**src/rtl/fifo_write_arbiter.sv**
```systemverilog
// Round-robin burst arbiter sharing one FIFO write port among NUM_REQ producers.
// Optional per-requester beat counters are enabled with FIFO_ARB_STATS_EN.
module fifo_write_arbiter #(
  parameter int NUM_REQ    = 4,
  parameter int DATA_WIDTH = 8,
  parameter int MAX_BURST  = 4,
  localparam int IDW = $clog2(NUM_REQ)
) (
  input  logic                          clk,
  input  logic                          reset_n,
  input  logic [NUM_REQ-1:0]            req_valid,
  input  logic [NUM_REQ*DATA_WIDTH-1:0] req_data,
  output logic [NUM_REQ-1:0]            req_ready,
  input  logic                          fifo_full,
  output logic                          fifo_write_en,
  output logic [DATA_WIDTH-1:0]         fifo_in,
  output logic [IDW-1:0]                grant_id,
  output logic                          busy
`ifdef FIFO_ARB_STATS_EN
  ,
  output logic [NUM_REQ*16-1:0]         stat_beats
`endif
);

  localparam int CW = $clog2(MAX_BURST + 1);
  localparam logic [IDW-1:0] LAST = IDW'(NUM_REQ - 1);
  localparam logic [CW-1:0]  MAXB = CW'(MAX_BURST);

  typedef enum logic {IDLE, BURST} state_t;

  state_t         state, state_n;
  logic [IDW-1:0] rr_ptr, rr_ptr_n;
  logic [IDW-1:0] owner, owner_n;
  logic [CW-1:0]  beat_cnt, beat_cnt_n;
  logic [IDW-1:0] cand, idx;
  logic           cand_vld, accept;

  function automatic logic [IDW-1:0] nxt(input logic [IDW-1:0] x);
    return (x == LAST) ? '0 : x + 1'b1;
  endfunction

  // Highest-priority valid requester from rr_ptr; the owner alone during a burst
  always_comb begin
    cand_vld = 1'b0;
    cand     = rr_ptr;
    idx      = '0;
    if (state == BURST) begin
      cand_vld = 1'b1;
      cand     = owner;
    end else begin
      for (int k = NUM_REQ - 1; k >= 0; k--) begin
        idx = IDW'((int'(rr_ptr) + k) % NUM_REQ);
        if (req_valid[idx]) begin
          cand_vld = 1'b1;
          cand     = idx;
        end
      end
    end
  end

  always_comb begin
    accept        = reset_n & cand_vld & req_valid[cand] & ~fifo_full;
    fifo_write_en = accept;
    req_ready     = accept ? (NUM_REQ'(1) << cand) : '0;
    fifo_in       = cand_vld ? req_data[int'(cand)*DATA_WIDTH +: DATA_WIDTH]
                             : '0;
    grant_id      = cand;
    busy          = (state == BURST);
  end

  always_comb begin
    state_n    = state;
    rr_ptr_n   = rr_ptr;
    owner_n    = owner;
    beat_cnt_n = beat_cnt;
    unique case (state)
      IDLE: begin
        if (accept) begin
          if (MAX_BURST == 1) begin
            rr_ptr_n = nxt(cand);
          end else begin
            state_n    = BURST;
            owner_n    = cand;
            beat_cnt_n = CW'(1);
          end
        end
      end
      BURST: begin
        if (!req_valid[owner]) begin
          state_n    = IDLE;
          rr_ptr_n   = nxt(owner);
          beat_cnt_n = '0;
        end else if (accept) begin
          if (beat_cnt + 1'b1 == MAXB) begin
            state_n    = IDLE;
            rr_ptr_n   = nxt(owner);
            beat_cnt_n = '0;
          end else begin
            beat_cnt_n = beat_cnt + 1'b1;
          end
        end
      end
      default: state_n = IDLE;
    endcase
  end

  always_ff @(posedge clk) begin
    if (!reset_n) begin
      state    <= IDLE;
      rr_ptr   <= '0;
      owner    <= '0;
      beat_cnt <= '0;
    end else begin
      state    <= state_n;
      rr_ptr   <= rr_ptr_n;
      owner    <= owner_n;
      beat_cnt <= beat_cnt_n;
    end
  end

`ifdef FIFO_ARB_STATS_EN
  logic [15:0] beats [NUM_REQ];

  always_ff @(posedge clk) begin
    if (!reset_n) begin
      for (int i = 0; i < NUM_REQ; i++) beats[i] <= '0;
    end else begin
      for (int i = 0; i < NUM_REQ; i++)
        if (req_ready[i] && beats[i] != 16'hFFFF)
          beats[i] <= beats[i] + 1'b1;
    end
  end

  always_comb begin
    stat_beats = '0;
    for (int i = 0; i < NUM_REQ; i++) stat_beats[i*16 +: 16] = beats[i];
  end
`endif

endmodule

```
**config.mk**
```make
export PLATFORM = sky130hd
export DESIGN_NAME = fifo_write_arbiter
export DESIGN_NICKNAME = d
export VERILOG_FILES = /design/src/rtl/fifo_write_arbiter.sv
export SDC_FILE = /design/constraint.sdc
export NUM_CORES = 1
export LEC_CHECK = 0
export ABC_AREA = 1
export CAP_MARGIN = 30
export CORE_MARGIN = 1
export CORE_UTILIZATION = 42
export CTS_CLUSTER_DIAMETER = 120
export CTS_CLUSTER_SIZE = 16
export DETAILED_ROUTE_END_ITERATION = 6
export PLACE_DENSITY = 0.86
export SETUP_SLACK_MARGIN = 0.5
export SLEW_MARGIN = 20
export SYNTH_ARGS = -nofsm -noshare
export SYNTH_HDL_FRONTEND = slang
export SYNTH_SLANG_ARGS = --single-unit
```
**constraint.sdc**
```tcl
create_clock -name clk -period 5 [get_ports clk]
set_input_delay 0.5 -clock clk [delete_from_list [all_inputs] [get_ports clk]]
set_output_delay 0.5 -clock clk [all_outputs]
set_load 0.03 [all_outputs]
```
After elaboration in Yosys (flattened, before gate mapping) --
Index checks and enable logic that the tools add are counted.
Word-level totals: flip-flop bits (word level) 8, input bits 39
Operators by class: add/sub/neg operators 5, $lt $le $gt $ge 6, equality and inequality tests 6, shift operators 2, multiplexer cells 38, bitwise gates (word level) 5, reduce and logical (&&, ||, !) cells 3
Operator list (number):
- 32-bit by 6-bit variable part select with 8-bit output | 1
- 2-bit by 3-bit less-than comparator with 1-bit output, second input constant | 6
- 2-bit two-way mux | 9
- 1-bit two-way mux | 15
- 1-bit binary-select mux with 2-bit select | 6
- 3-bit two-way mux | 4
- 8-bit two-way mux | 1
- 3-bit case mux with 2 select lines | 1
- 2-bit by 1-bit adder with 2-bit output, second input constant | 2
- 2-bit adder, second input constant | 2
- 4-bit two-way mux | 1
- 2-bit inequality test, second input constant | 2
- 2-bit AND reduction | 2
- 1-bit by 2-bit << shifter with 4-bit output, first input constant | 1
- 3-bit by 1-bit adder with 3-bit output, second input constant | 1
- 1-bit bitwise AND | 3
- 3-bit == test, second input constant | 1
- 3-bit inequality test, second input constant | 1
- 3-bit AND reduction | 1
- 2-bit == test, second input constant | 1
- 2-bit by 1-bit inequality test with 1-bit output, second input constant | 1
- 1-bit NOT | 2
- 1-bit case mux with 2 select lines | 1

Depth between registers and ports, before layout --
word-level depth 15, mapped depth 20, depth with buffers taken out 19

Worst setup path after synthesis --
OpenSTA, ideal clock, no wires.
path kind reg-to-output, start register state, in the netlist busy, end output req_ready[1], data arrival time 2.520 ns, required time 4.500 ns, setup slack 1.980 ns, cell stages (with the launch flop) 13, cell sequence dfxtp_1 > buf_4 > inv_1 > nand2_1 > nor2_2 > nand2_2 > nand2_4 > inv_2 > nand4_1 > nand3_2 > nor2_4 > inv_1 > nor3_1
On the way: longest elaborated chain between the ends 6
RTL lines:
- start, declared | RTL line 31 | state_t state, state_n;
- start signal, assigned | RTL line 114 | state <= state_n;
- 2-bit two-way mux | RTL line 47 | if (state == BURST) begin
- via grant_id[1] | RTL line 17 | output logic [IDW-1:0] grant_id,
- 1-bit binary-select mux with 2-bit select | RTL line 62 | accept = reset_n & cand_vld & req_valid[cand] & ~fifo_full;
- 1-bit two-way mux (implied by the code) | RTL line 62
- 1-bit bitwise AND (2 in series) | RTL line 62
- via fifo_write_en | RTL line 15 | output logic fifo_write_en,
- 4-bit two-way mux | RTL line 64 | req_ready = accept ? (NUM_REQ'(1) << cand) : '0;
- end, declared | RTL line 13 | output logic [NUM_REQ-1:0] req_ready,
The timed path passes the listed nets, and every way through them passes these cells. The select of a mux whose other input is x is not followed.

Final worst setup path --
start input req_valid[3], end output fifo_in[2]
On the way: longest elaborated chain between the ends 9
RTL lines:
- start, declared | RTL line 11 | input logic [NUM_REQ-1:0] req_valid,
- 1-bit binary-select mux with 2-bit select | RTL line 53 | if (req_valid[idx]) begin
- 1-bit two-way mux (implied by the code) | RTL line 53
- 2-bit two-way mux (4 in series) | RTL line 53
- 2-bit two-way mux | RTL line 47
- 32-bit by 6-bit variable part select with 8-bit output | RTL line 65 | fifo_in = cand_vld ? req_data[int'(cand)*DATA_WIDTH +: DATA_WIDTH]
- 8-bit two-way mux * | RTL line 65
- end, declared | RTL line 16 | output logic [DATA_WIDTH-1:0] fifo_in,
Mark *: on every way between the ends. The rest lies on a longest branch, timed or not. The select of a mux whose other input is x is not followed.

==> flow_summary.yaml <==
synthesis:
  async_flop_share_pct: 0
  ys.flop_type: "dfxtp_1"
  syn_avg_cell_area_um2: 5.747
  yosysSeqAreaShare_pct: 15.74
  synth_area_um2: 1017
  syn_inst: 177
  yosysUniqueCellTypes: 27
  synth-seq-cells: 8
  synth_edf_count: 0
  syn_nets: 219
  synth-warning-count: 0
global_routing:
  track_usage_pct: 25.93
  gr-total-overflow: 0
  grt_pass1_vias: 1255
  grt_antenna_before_repair: 0
  grt_max_degree: 11
  grt_pass1_wl_um: 5306
worst_setup_path:
  crit_arrival_ns: 3.35
  reg2reg_depth: 16
  criticalPathCategory: "primary input to output port"
  crit_required_ns: 4.50
  path_max_fanout: 9
  startpoint_type: "primary input"
  end_kind: "output port"
power_and_ir_drop:
  p_leak_nw: 0.7115
  p_sw_share_pct: 50.05
  powerDensity_nw_per_um2: 299.2
  power_frac_clock_pct: 10.1
  p_int_mw: 0.2386
  p_seq_share_pct: 16.3
  ir_drop_uv: 232.8
  p_comb_share_pct: 73.7
  p_switching_mw: 0.2391
  power_mw: 0.4777
cts:
  numCtsBuffers: 3
  clk_path_buf_depth: 2
  root_buffer: "clkbuf_4"
  path_clk_slew_ns: 0.05
  cts_resized: 0
  cts_hold_buf: 0
  cts.sinks: 8
  insertion_delay_ns: 0.25
  post_cts_buffers: 0
  cts_tree: "yes"
  htree_levels: 1
place:
  portBuffers: 54
  place.detailed.hpwl_um: 2644
  gp_congestion: 0.8441
drt:
  drtIter0Drc: 31
  route.vias.total: 1340
  route.detailed.drc: 0
  first_pass_iters: 4
  routed_via_density: 5.154
  routed_wl_um: 3200
  wire_per_inst_um: 12.31
  antenna_left: 0
cells_and_area:
  final_common_cell: "nand2_1"
  fillers: 203
  final_util_pct: 70.81
  multi_input_comb_area_um2: 738.2
  fin_nets: 276
  final_cell_mix: "nand2_1, clkdlybuf4s50_1, inv_1, a21oi_1, nor2_1"
  diodes: 0
  drive_gt1_share_pct: 10.34
  regArea_um2: 160.2
  synthToLayoutAreaGrowth_pct: 56.95
timing:
  setup_violations: 0
  fin_tns_setup_ns: 0
  fin_skew_ns: 0.001005
  rsz0062_at_grt: "no"
  final_max_slew_viol_count: 0
  period_needed_ns: 3.851
  max_freq_mhz: 259.7
  relSlewSlack_pct: 62.55
  hold_viol: 0
  timing.hold.ws_ns: 0.4847
  timing.final.crit_share_pct: 77.02
  tightestPinTransition_ns: 0.5597
floorplanning:
  die_h_um: 51.22
  placementRows: 17
  core_area_um2: 2255
  pin_count: 55
  dieArea_um2: 2623
  start_util_pct: 45.12
  fp.dieW_um: 51.22
min_path:
  holdPathStages: 2
  hp-class: "flop to flop"
flow_run:
  cap_violations: 0
outcome:
  outcome: "complete, no violations"
## power by group through the flow
stage	sequential, mW	clock [mW]	combinational (mW)
floorplan	0.0758	0	0.224
global placement	0.0789	0	0.345
detailed placement	0.0790	0	0.352
CTS	0.0778	0.0506	0.353
global route	0.0791	0.0526	0.381
finish	0.0779	0.0480	0.352
## stage by stage
step	cells	setup slack [ns]	instance area [um^2]
2_1_floorplan	177	1.980	1017
6_report	260	1.149	1597
5_1_grt	260	0.8921	1597
3_3_place_gp	257	1.217	1574
3_5_place_dp	257	1.105	1574
4_1_cts	260	1.103	1597
## kinds of logic after synthesis
kind of cell / after synthesis / share of synthesized area, %
adders and majority gates: 3 / 3.690
buffers and inverters: 28 / 11.69
DFF: 8 / 15.74
AOI/OAI and AO/OA: 31 / 19.31
xor gates and xnor gates: 1 / 0.8612
and+or+nand+nor: 106 / 48.71
## synthesized netlist by cell type, types with 2 or more instances
cell | n | area share [%]
nand4_1 | 3 | 1.8
nor3_1 | 5 | 2.5
a22oi_1 | 8 | 5.9
nand2_1 | 62 | 23
a21oi_1 | 13 | 6.4
nand3_2 | 4 | 3.9
nand2_2 | 7 | 4.3
nand2_4 | 2 | 2.2
dfxtp_1 | 8 | 16
nor2_1 | 11 | 4.1
nand3_1 | 9 | 4.4
a41oi_1 | 4 | 3.4
ha_1 | 3 | 3.7
inv_1 | 21 | 7.7
o21ai_0 | 3 | 1.5
inv_2 | 3 | 1.1
## final cells by class
type                    instances  share of cell area, %
multi-input cells             141                  46.24
repair buffers                 54                  33.86
flip-flops and latches          8                  10.03
inverters                      26                  6.270
well taps                      28                  2.194
clock buffers                   3                  1.411
## state kept, by name, indices dropped and copies added, names as in the netlist
signal    count
owner         2
busy          1
beat_cnt      3
rr_ptr        2
## critical path, stage by stage
cell             delay, ns
clkdlybuf4s50_1       0.54
inv_1                 0.08
nand2_1               0.08
and2_4                0.16
nand2_1               0.04
nand2_1               0.07
inv_2                 0.04
nand2_2               0.06
nand2_2               0.04
nand3_2               0.10
nand2_4               0.10
nor2_1                0.45
nand2_1               0.12
a41oi_1               0.26
clkdlybuf4s50_1       0.70
## metal layers
| layer | part of all wire, % | vias to the layer above | track usage (%) |
|---|---|---|---|
| met2 | 53 | 27 | 48.68 |
| li1 | - | 697 | - |
| met3 | 2.6 | 4 | 0.8929 |
| met5 | 0 | - | 0 |
| met1 | 43 | 612 | 31.07 |
| met4 | 1.5 | 0 | 9.009 |
## worst paths after layout
path	from	end	slack, ns
min	beat_cnt[1]	beat_cnt[1]	0.48
min reg2reg	beat_cnt[1]	beat_cnt[1]	0.48
max	req_valid[3]	fifo_in[2]	1.15
max reg2reg	rr_ptr[0]	owner[0]	2.82
(Power assumes the default switching activity.)
